<file path="src/rtl/uart_rx_sampler.sv">
// uart_rx_sampler: oversampled 8N1 receive front-end for the UART path. It synchronises rx,
// rejects start glitches, deframes bytes onto dout/rdy/rdy_clr, and pulses frame_err/overrun.
module uart_rx_sampler #(
    parameter int CLK_HZ     = 50_000_000,
    parameter int BAUD       = 115200,
    parameter int OVERSAMPLE = 16
) (
    input  logic       clk_50_mhz,
    input  logic       reset,
    input  logic       rx,
    output logic [7:0] dout,
    output logic       rdy,
    input  logic       rdy_clr,
    output logic       busy,
    output logic       frame_err,
    output logic       overrun
);

    localparam int DIV    = CLK_HZ / (BAUD * OVERSAMPLE);
    localparam int DIV_W  = (DIV > 1) ? $clog2(DIV) : 1;
    localparam int TCNT_W = $clog2(OVERSAMPLE);

    localparam logic [DIV_W-1:0]  DIV_LAST  = DIV_W'(DIV - 1);
    localparam logic [TCNT_W-1:0] HALF_LAST = TCNT_W'(OVERSAMPLE / 2 - 1);
    localparam logic [TCNT_W-1:0] FULL_LAST = TCNT_W'(OVERSAMPLE - 1);

    if (DIV < 1) begin : g_div_check
        $error("uart_rx_sampler: CLK_HZ/(BAUD*OVERSAMPLE) must be at least 1");
    end
    if ((OVERSAMPLE < 8) || ((OVERSAMPLE % 2) != 0)) begin : g_os_check
        $error("uart_rx_sampler: OVERSAMPLE must be even and at least 8");
    end

    typedef enum logic [1:0] {
        IDLE,
        START,
        DATA,
        STOP
    } state_t;

    state_t            state;
    logic [DIV_W-1:0]  div_cnt;
    logic [TCNT_W-1:0] tcnt;
    logic [2:0]        bitcnt;
    logic [7:0]        sh;
    logic              rx_meta;
    logic              rx_s;
    logic              rx_d;
    logic              fall;
    logic              tick;

    assign fall = rx_d & ~rx_s;
    assign tick = (div_cnt == DIV_LAST);

    // NOTE: every register here is assigned with <=, so all branches below read the
    // pre-edge values of rdy, sh and the counters regardless of statement order.
    always_ff @(posedge clk_50_mhz) begin
        if (reset) begin
            state     <= IDLE;
            div_cnt   <= '0;
            tcnt      <= '0;
            bitcnt    <= '0;
            sh        <= '0;
            dout      <= '0;
            rdy       <= 1'b0;
            busy      <= 1'b0;
            frame_err <= 1'b0;
            overrun   <= 1'b0;
            rx_meta   <= 1'b1;
            rx_s      <= 1'b1;
            rx_d      <= 1'b1;
        end else begin
            rx_meta   <= rx;
            rx_s      <= rx_meta;
            rx_d      <= rx_s;
            frame_err <= 1'b0;
            overrun   <= 1'b0;
            div_cnt   <= tick ? '0 : div_cnt + DIV_W'(1);

            // A good stop bit later in this block overrides the clear: set wins.
            if (rdy_clr) rdy <= 1'b0;

            case (state)
                IDLE: begin
                    if (fall) begin
                        state   <= START;
                        busy    <= 1'b1;
                        div_cnt <= '0;
                        tcnt    <= '0;
                    end
                end
                START: begin
                    if (tick) begin
                        if (tcnt == HALF_LAST) begin
                            tcnt   <= '0;
                            bitcnt <= '0;
                            if (!rx_s) begin
                                state <= DATA;
                            end else begin
                                state <= IDLE;
                                busy  <= 1'b0;
                            end
                        end else begin
                            tcnt <= tcnt + TCNT_W'(1);
                        end
                    end
                end
                DATA: begin
                    if (tick) begin
                        if (tcnt == FULL_LAST) begin
                            tcnt <= '0;
                            sh   <= {rx_s, sh[7:1]};
                            if (bitcnt == 3'd7) state <= STOP;
                            else                bitcnt <= bitcnt + 3'd1;
                        end else begin
                            tcnt <= tcnt + TCNT_W'(1);
                        end
                    end
                end
                STOP: begin
                    if (tick) begin
                        if (tcnt == FULL_LAST) begin
                            tcnt  <= '0;
                            state <= IDLE;
                            busy  <= 1'b0;
                            if (rx_s) begin
                                dout    <= sh;
                                rdy     <= 1'b1;
                                overrun <= rdy & ~rdy_clr;
                            end else begin
                                frame_err <= 1'b1;
                            end
                        end else begin
                            tcnt <= tcnt + TCNT_W'(1);
                        end
                    end
                end
                default: begin
                    state <= IDLE;
                    busy  <= 1'b0;
                end
            endcase
        end
    end

endmodule
</file>
<file path="config.mk">
export PLATFORM = sky130hd
export DESIGN_NAME = uart_rx_sampler
export DESIGN_NICKNAME = d
export VERILOG_FILES = /design/src/rtl/uart_rx_sampler.sv
export SDC_FILE = /design/constraint.sdc
export NUM_CORES = 1
export LEC_CHECK = 0
export BUFFER_PORTS_ARGS = -buffer_cell sky130_fd_sc_hd__buf_2
export CAP_MARGIN = 25
export CORE_AREA = 5 5 79 81
export CTS_BUF_LIST = sky130_fd_sc_hd__clkbuf_8
export CTS_CLUSTER_DIAMETER = 200
export DETAILED_ROUTE_END_ITERATION = 10
export DIE_AREA = 0 0 84 86
export GPL_ROUTABILITY_DRIVEN = 1
export GPL_TIMING_DRIVEN = 0
export HOLD_SLACK_MARGIN = 0.05
export PLACE_DENSITY_LB_ADDON = 0.3
export SLEW_MARGIN = 20
export SYNTH_ARGS = -nofsm -noshare
export SYNTH_HDL_FRONTEND = slang
export SYNTH_SLANG_ARGS = --single-unit
</file>
<file path="constraint.sdc">
create_clock -name clk_50_mhz -period 3.2 [get_ports clk_50_mhz]
set_input_delay 0.48 -clock clk_50_mhz [delete_from_list [all_inputs] [get_ports clk_50_mhz]]
set_output_delay 0.48 -clock clk_50_mhz [all_outputs]
set_load 0.01 [all_outputs]
</file>
### Word level (Yosys, flattened, before mapping)

Cells that the tools add are included.

* add/subtract/negate cells: 3
* eq/ne operators: 18
* multiplexer cells: 38
* bitwise logic cells: 7
* reductions and logical operators: 12

Operators with widths (count)
* $mux W4: 5
* $ne A2 B2 Y1 const B: 10
* $mux W2: 9
* $mux W3: 5
* $mux W5: 3
* $mux W1: 12
* $pmux W4 S3: 1
* $pmux W2 S4: 1
* $reduce_and A8 Y1: 1
* $reduce_and A7 Y1: 1
* $pmux W3 S2: 1
* $reduce_and A3 Y1: 2
* $reduce_and A6 Y1: 1
* $add A5 B1 Y5 const B: 1
* $eq A5 B5 Y1 const B: 1
* $not A1 Y1: 5
* $reduce_or A5 Y1: 1
* $add A4 B1 Y4 const B: 1
* $eq A2 B2 Y1 const B: 2
* $eq A4 B3 Y1 const B: 1
* $eq A4 B4 Y1 const B: 1
* $reduce_and A4 Y1: 1
* $reduce_or A4 Y1: 1
* $add A3 B1 Y3 const B: 1
* other kinds (9): 10

* register bits: 37
* input port bits: 4
* word-level logic and storage cells: 91

### Longest topological paths before layout

* word-level depth: 5
* depth in mapped cells: 7
* depth with buffers taken out: 6

### Worst setup path before layout

Ideal clock, no wire load.

* path type: register to register
* start: register div_cnt[0]
* end: register dout[1]
* data arrival time: 1.532 ns
* required time: 3.072 ns
* path slack: 1.541 ns
* stages on the path, launching flop included: 8
* cell sequence: dfxtp_1 -> inv_1 -> ha_1 -> nand4b_4 -> or4_1 -> buf_4 -> mux2i_1 -> nor2_1

* longest elaborated chain between the ends: 2

Ends and longest elaborated chain
* start, declared: RTL line 42 `logic [DIV_W-1:0] div_cnt;`
* start signal, assigned: RTL line 78 `div_cnt <= tick ? '0 : div_cnt + DIV_W'(1);`
* $eq A5 B5 Y1: RTL line 53 `assign tick = (div_cnt == DIV_LAST);`
* $reduce_and A4 Y1 (no line)
* end signal, assigned: RTL line 127 `dout <= sh;`
* end, declared: RTL line 11 `output logic [7:0] dout,`

Every way passes these cells.
A chain may end at the register's enable or synchronous reset.

### Worst setup path after layout

* start: register tcnt[0]
* end: register sh[0]

* longest elaborated chain between the ends: 2

Ends and longest elaborated chain
* start, declared: RTL line 43 `logic [TCNT_W-1:0] tcnt;`
* start signal, assigned: RTL line 104 `tcnt <= tcnt + TCNT_W'(1);`
* start signal, assigned: RTL line 116 `tcnt <= tcnt + TCNT_W'(1);`
* start signal, assigned: RTL line 134 `tcnt <= tcnt + TCNT_W'(1);`
* $eq A4 B4 Y1: RTL line 110 `if (tcnt == FULL_LAST) begin`
* $reduce_and A3 Y1 (no line)
* end signal, assigned: RTL line 112 `sh <= {rx_s, sh[7:1]};`
* end, declared: RTL line 45 `logic [7:0] sh;`

Every way passes these cells.

==> results_dict.tcl <==
set metrics [dict create \
    ys_ff_latch 37 \
    wl_met2_mm 1.40 \
    crit_required_ns 3.36 \
    max_cap_viol_count 0 \
    min_path_cells 2 \
    cts_buffer_depth 2 \
    r2r_setup_slack_ns 1.25 \
    clk-insertion-delay-late_ns 0.28 \
    crit_arrival_ns 2.11 \
    period_minus_slack_ns 1.95 \
    skew_ns 0.00582 \
    drcViolationCount 0 \
    start_util 0.289 \
    hold_start "rx" \
    port_buffers 15 \
    tns_ns 0 \
    ys_seq_area_frac 0.474 \
    setup_violations 0 \
    dieWidth_um 84 \
    die_area_mm2 0.00722 \
    fmax_ghz 0.512 \
    whs_ns 0.374 \
    final_area_mm2 0.00181 \
    min_to "rx_meta$_SDFF_PP1_" \
    cts_tree "built" \
    first_pass_iters 4 \
    nNetsFinal 191 \
    worst_setup_path_end_kind "flop" \
    grt_pass1_vias 1114 \
    avgSynthCellArea_um2 9.76 \
    rsz0062_at_grt "false" \
    grt_max_degree 13 \
    fill_cells 589 \
    coreArea_mm2 0.00541 \
    cp_max_fo 8 \
    cts_setup_buffers 0 \
    ios 16 \
    wirelength_met1_mm 1.50 \
    dp_cells 247 \
    wl_per_cell_um 11.8 \
    syn_inst 160 \
    grt_pass1_wl_mm 5.29 \
    antenna_cells 0 \
    place_congestion 0.782 \
    run_status "finished, final reports clean" \
    synthDistinctLibCells 36 \
    ys_warn_count 0 \
    wl_met3_um 95 \
    tightest_slew_ns 0.789 \
    hold_viol_final 0 \
    top_layer_used "met4" \
    async_flop_share 0 \
    synth_top_flop_cell "dfxtp_1" \
    path_class "flop to flop" \
    clkSlewWorstSetupHoldPaths_ns 0.07 \
    rows 27 \
    leakage_nw 0.814 \
    layout-drive-gt1-share 0.197 \
    vias 1149 \
    cts_sinks 37 \
    hp-class "input port to flop" \
    first_iter_violations 96 \
    hold_buffers 0 \
    slew_headroom 0.470 \
    grt_usage 0.0911 \
    cts_buffers 5 \
    root_buffer "clkbuf_8" \
    place_area_mm2 0.00173 \
    h-tree-depth 2 \
    grt_antenna_before_repair 0 \
    power_w 0.000820 \
    slew_viol_final 0 \
    syn_area_mm2 0.00156 \
    area_growth_pct 16.1 \
    ir_drop_mv 0.253 \
    dp_hpwl_mm 2.11 \
    cellPowerDensity_mw_per_mm2 452 \
    timing.rr.start "tcnt[0]$_SDFFE_PP0P_" \
    grt_overflow 0 \
    r2r_cells 5 \
    ant_nets 0 \
    cts.repair.resized 0 \
    synth_edf_count 0 \
    synthesis.nets 169 \
    post-route-period-util 0.610 \
    die_y_um 86 \
    start_kind "flop" \
    rr_endpoint "sh[0]$_SDFFE_PP0P_" \
    vias_per_cell 4.51 \
    wl_mm 3.00 \
    final_cells 255 \
]
[report_power, final]
part           internal (W)  total (W)  switching (W)
logic             0.0000122  0.0000320      0.0000198
registers          0.000466   0.000473     0.00000638
clock network      0.000150   0.000315       0.000165
total              0.000629   0.000820       0.000191
[area by class of cell]
cell class              count  area, um2  share of cell area
repair buffers             15       75.1              0.0414
well taps                  72       90.1              0.0497
flip-flops and latches     37        741               0.409
plain buffers               8       40.0              0.0221
inverters                   4       15.0             0.00828
clock inverters             3       17.5             0.00966
clock buffers               5       68.8              0.0380
multi-input cells         111        766               0.422
[synthesized netlist by cell type, types with 2 or more instances]
master / n / area (um2)
xor2_1: 4 / 35.0
inv_1: 4 / 15.0
a31oi_1: 4 / 25.0
dfxtp_1: 37 / 741
clkbuf_1: 4 / 15.0
nand3_1: 5 / 25.0
buf_2: 2 / 10.0
or4_1: 2 / 15.0
ha_1: 5 / 62.6
nor3_1: 4 / 20.0
nand2_1: 6 / 22.5
mux2i_1: 19 / 190
buf_4: 2 / 15.0
or2_2: 4 / 25.0
and3_1: 2 / 12.5
o21ai_0: 4 / 20.0
a21oi_1: 3 / 15.0
nand2_2: 3 / 18.8
nor2_1: 29 / 109
[kinds of logic after synthesis]
logic type | count (synthesis) | synth area share
AOI/OAI and AO/OA | 17 | 0.0737
xor gates and xnor gates | 5 | 0.0280
adders and majority gates | 5 | 0.0401
buffers and inverters | 12 | 0.0352
DFF | 37 | 0.474
muxes | 19 | 0.122
and+or+nand+nor | 65 | 0.227
[routing by layer]
layer / up-vias / track usage
li1: 602 / -
met1: 528 / 0.117
met2: 17 / 0.141
met3: 2 / 0.0288
met4: 0 / 0.0395
met5: - / 0
[through the flow]
step / setup WS, ns / util
after detailed placement: 1.29 / 0.319
after global placement: 1.31 / 0.319
after CTS: 1.28 / 0.335
after floorplan: 1.54 / -
final: 1.25 / 0.335
after global routing: 1.12 / 0.335
[flip-flops by register name, indices dropped and copies added (netlist names), named ones only]
signal	cells
state	1
rx_s	1
frame_err	1
sh	8
rx_d	1
bitcnt	3
busy	1
overrun	1
tcnt	4
div_cnt	5
rdy	1
rx_meta	1
dout	8
[worst max-delay path by stage]
| stage | startpoint | to | slack [ns] | depth (start not counted) |
|---|---|---|---|---|
| after detailed placement | tcnt[0]$_SDFFE_PP0P_ | sh[0]$_SDFFE_PP0P_ | 1.29 | 5 |
| after global routing | tcnt[0]$_SDFFE_PP0P_ | sh[0]$_SDFFE_PP0P_ | 1.12 | 5 |
| after CTS | tcnt[0]$_SDFFE_PP0P_ | sh[1]$_SDFFE_PP0P_ | 1.28 | 5 |
| final | tcnt[0]$_SDFFE_PP0P_ | sh[0]$_SDFFE_PP0P_ | 1.25 | 5 |
| after global placement | tcnt[0]$_SDFFE_PP0P_ | sh[4]$_SDFFE_PP0P_ | 1.31 | 5 |
| after floorplan | div_cnt[0]$_SDFF_PP0_ | dout[1]$_SDFFE_PP0P_ | 1.54 | 7 |
[worst max-delay path, stage by stage, from the launching register on]
cell	delay, ns
dfxtp_1	0.38
ha_1	0.27
nand2_2	0.13
nor4_4	0.73
mux2i_1	0.27
nor2_1	0.05
[layout by cell type, fill, tap and decap left out, types with 3 or more instances in the layout]
master / synthesis / layout
buf_2: 2 / 17
ha_1: 5 / 5
a21oi_1: 3 / 3
inv_1: 4 / 4
clkbuf_1: 4 / 4
mux2i_1: 19 / 19
dfxtp_1: 37 / 37
a31oi_1: 4 / 4
nand2_1: 6 / 6
or2_2: 4 / 4
nor2_1: 29 / 29
nand3_1: 5 / 5
o21ai_0: 4 / 4
nor3_1: 4 / 4
clkbuf_8: 0 / 5
xor2_1: 4 / 4
nand2_2: 3 / 3
Note: power is estimated with default switching activity, not from simulation.
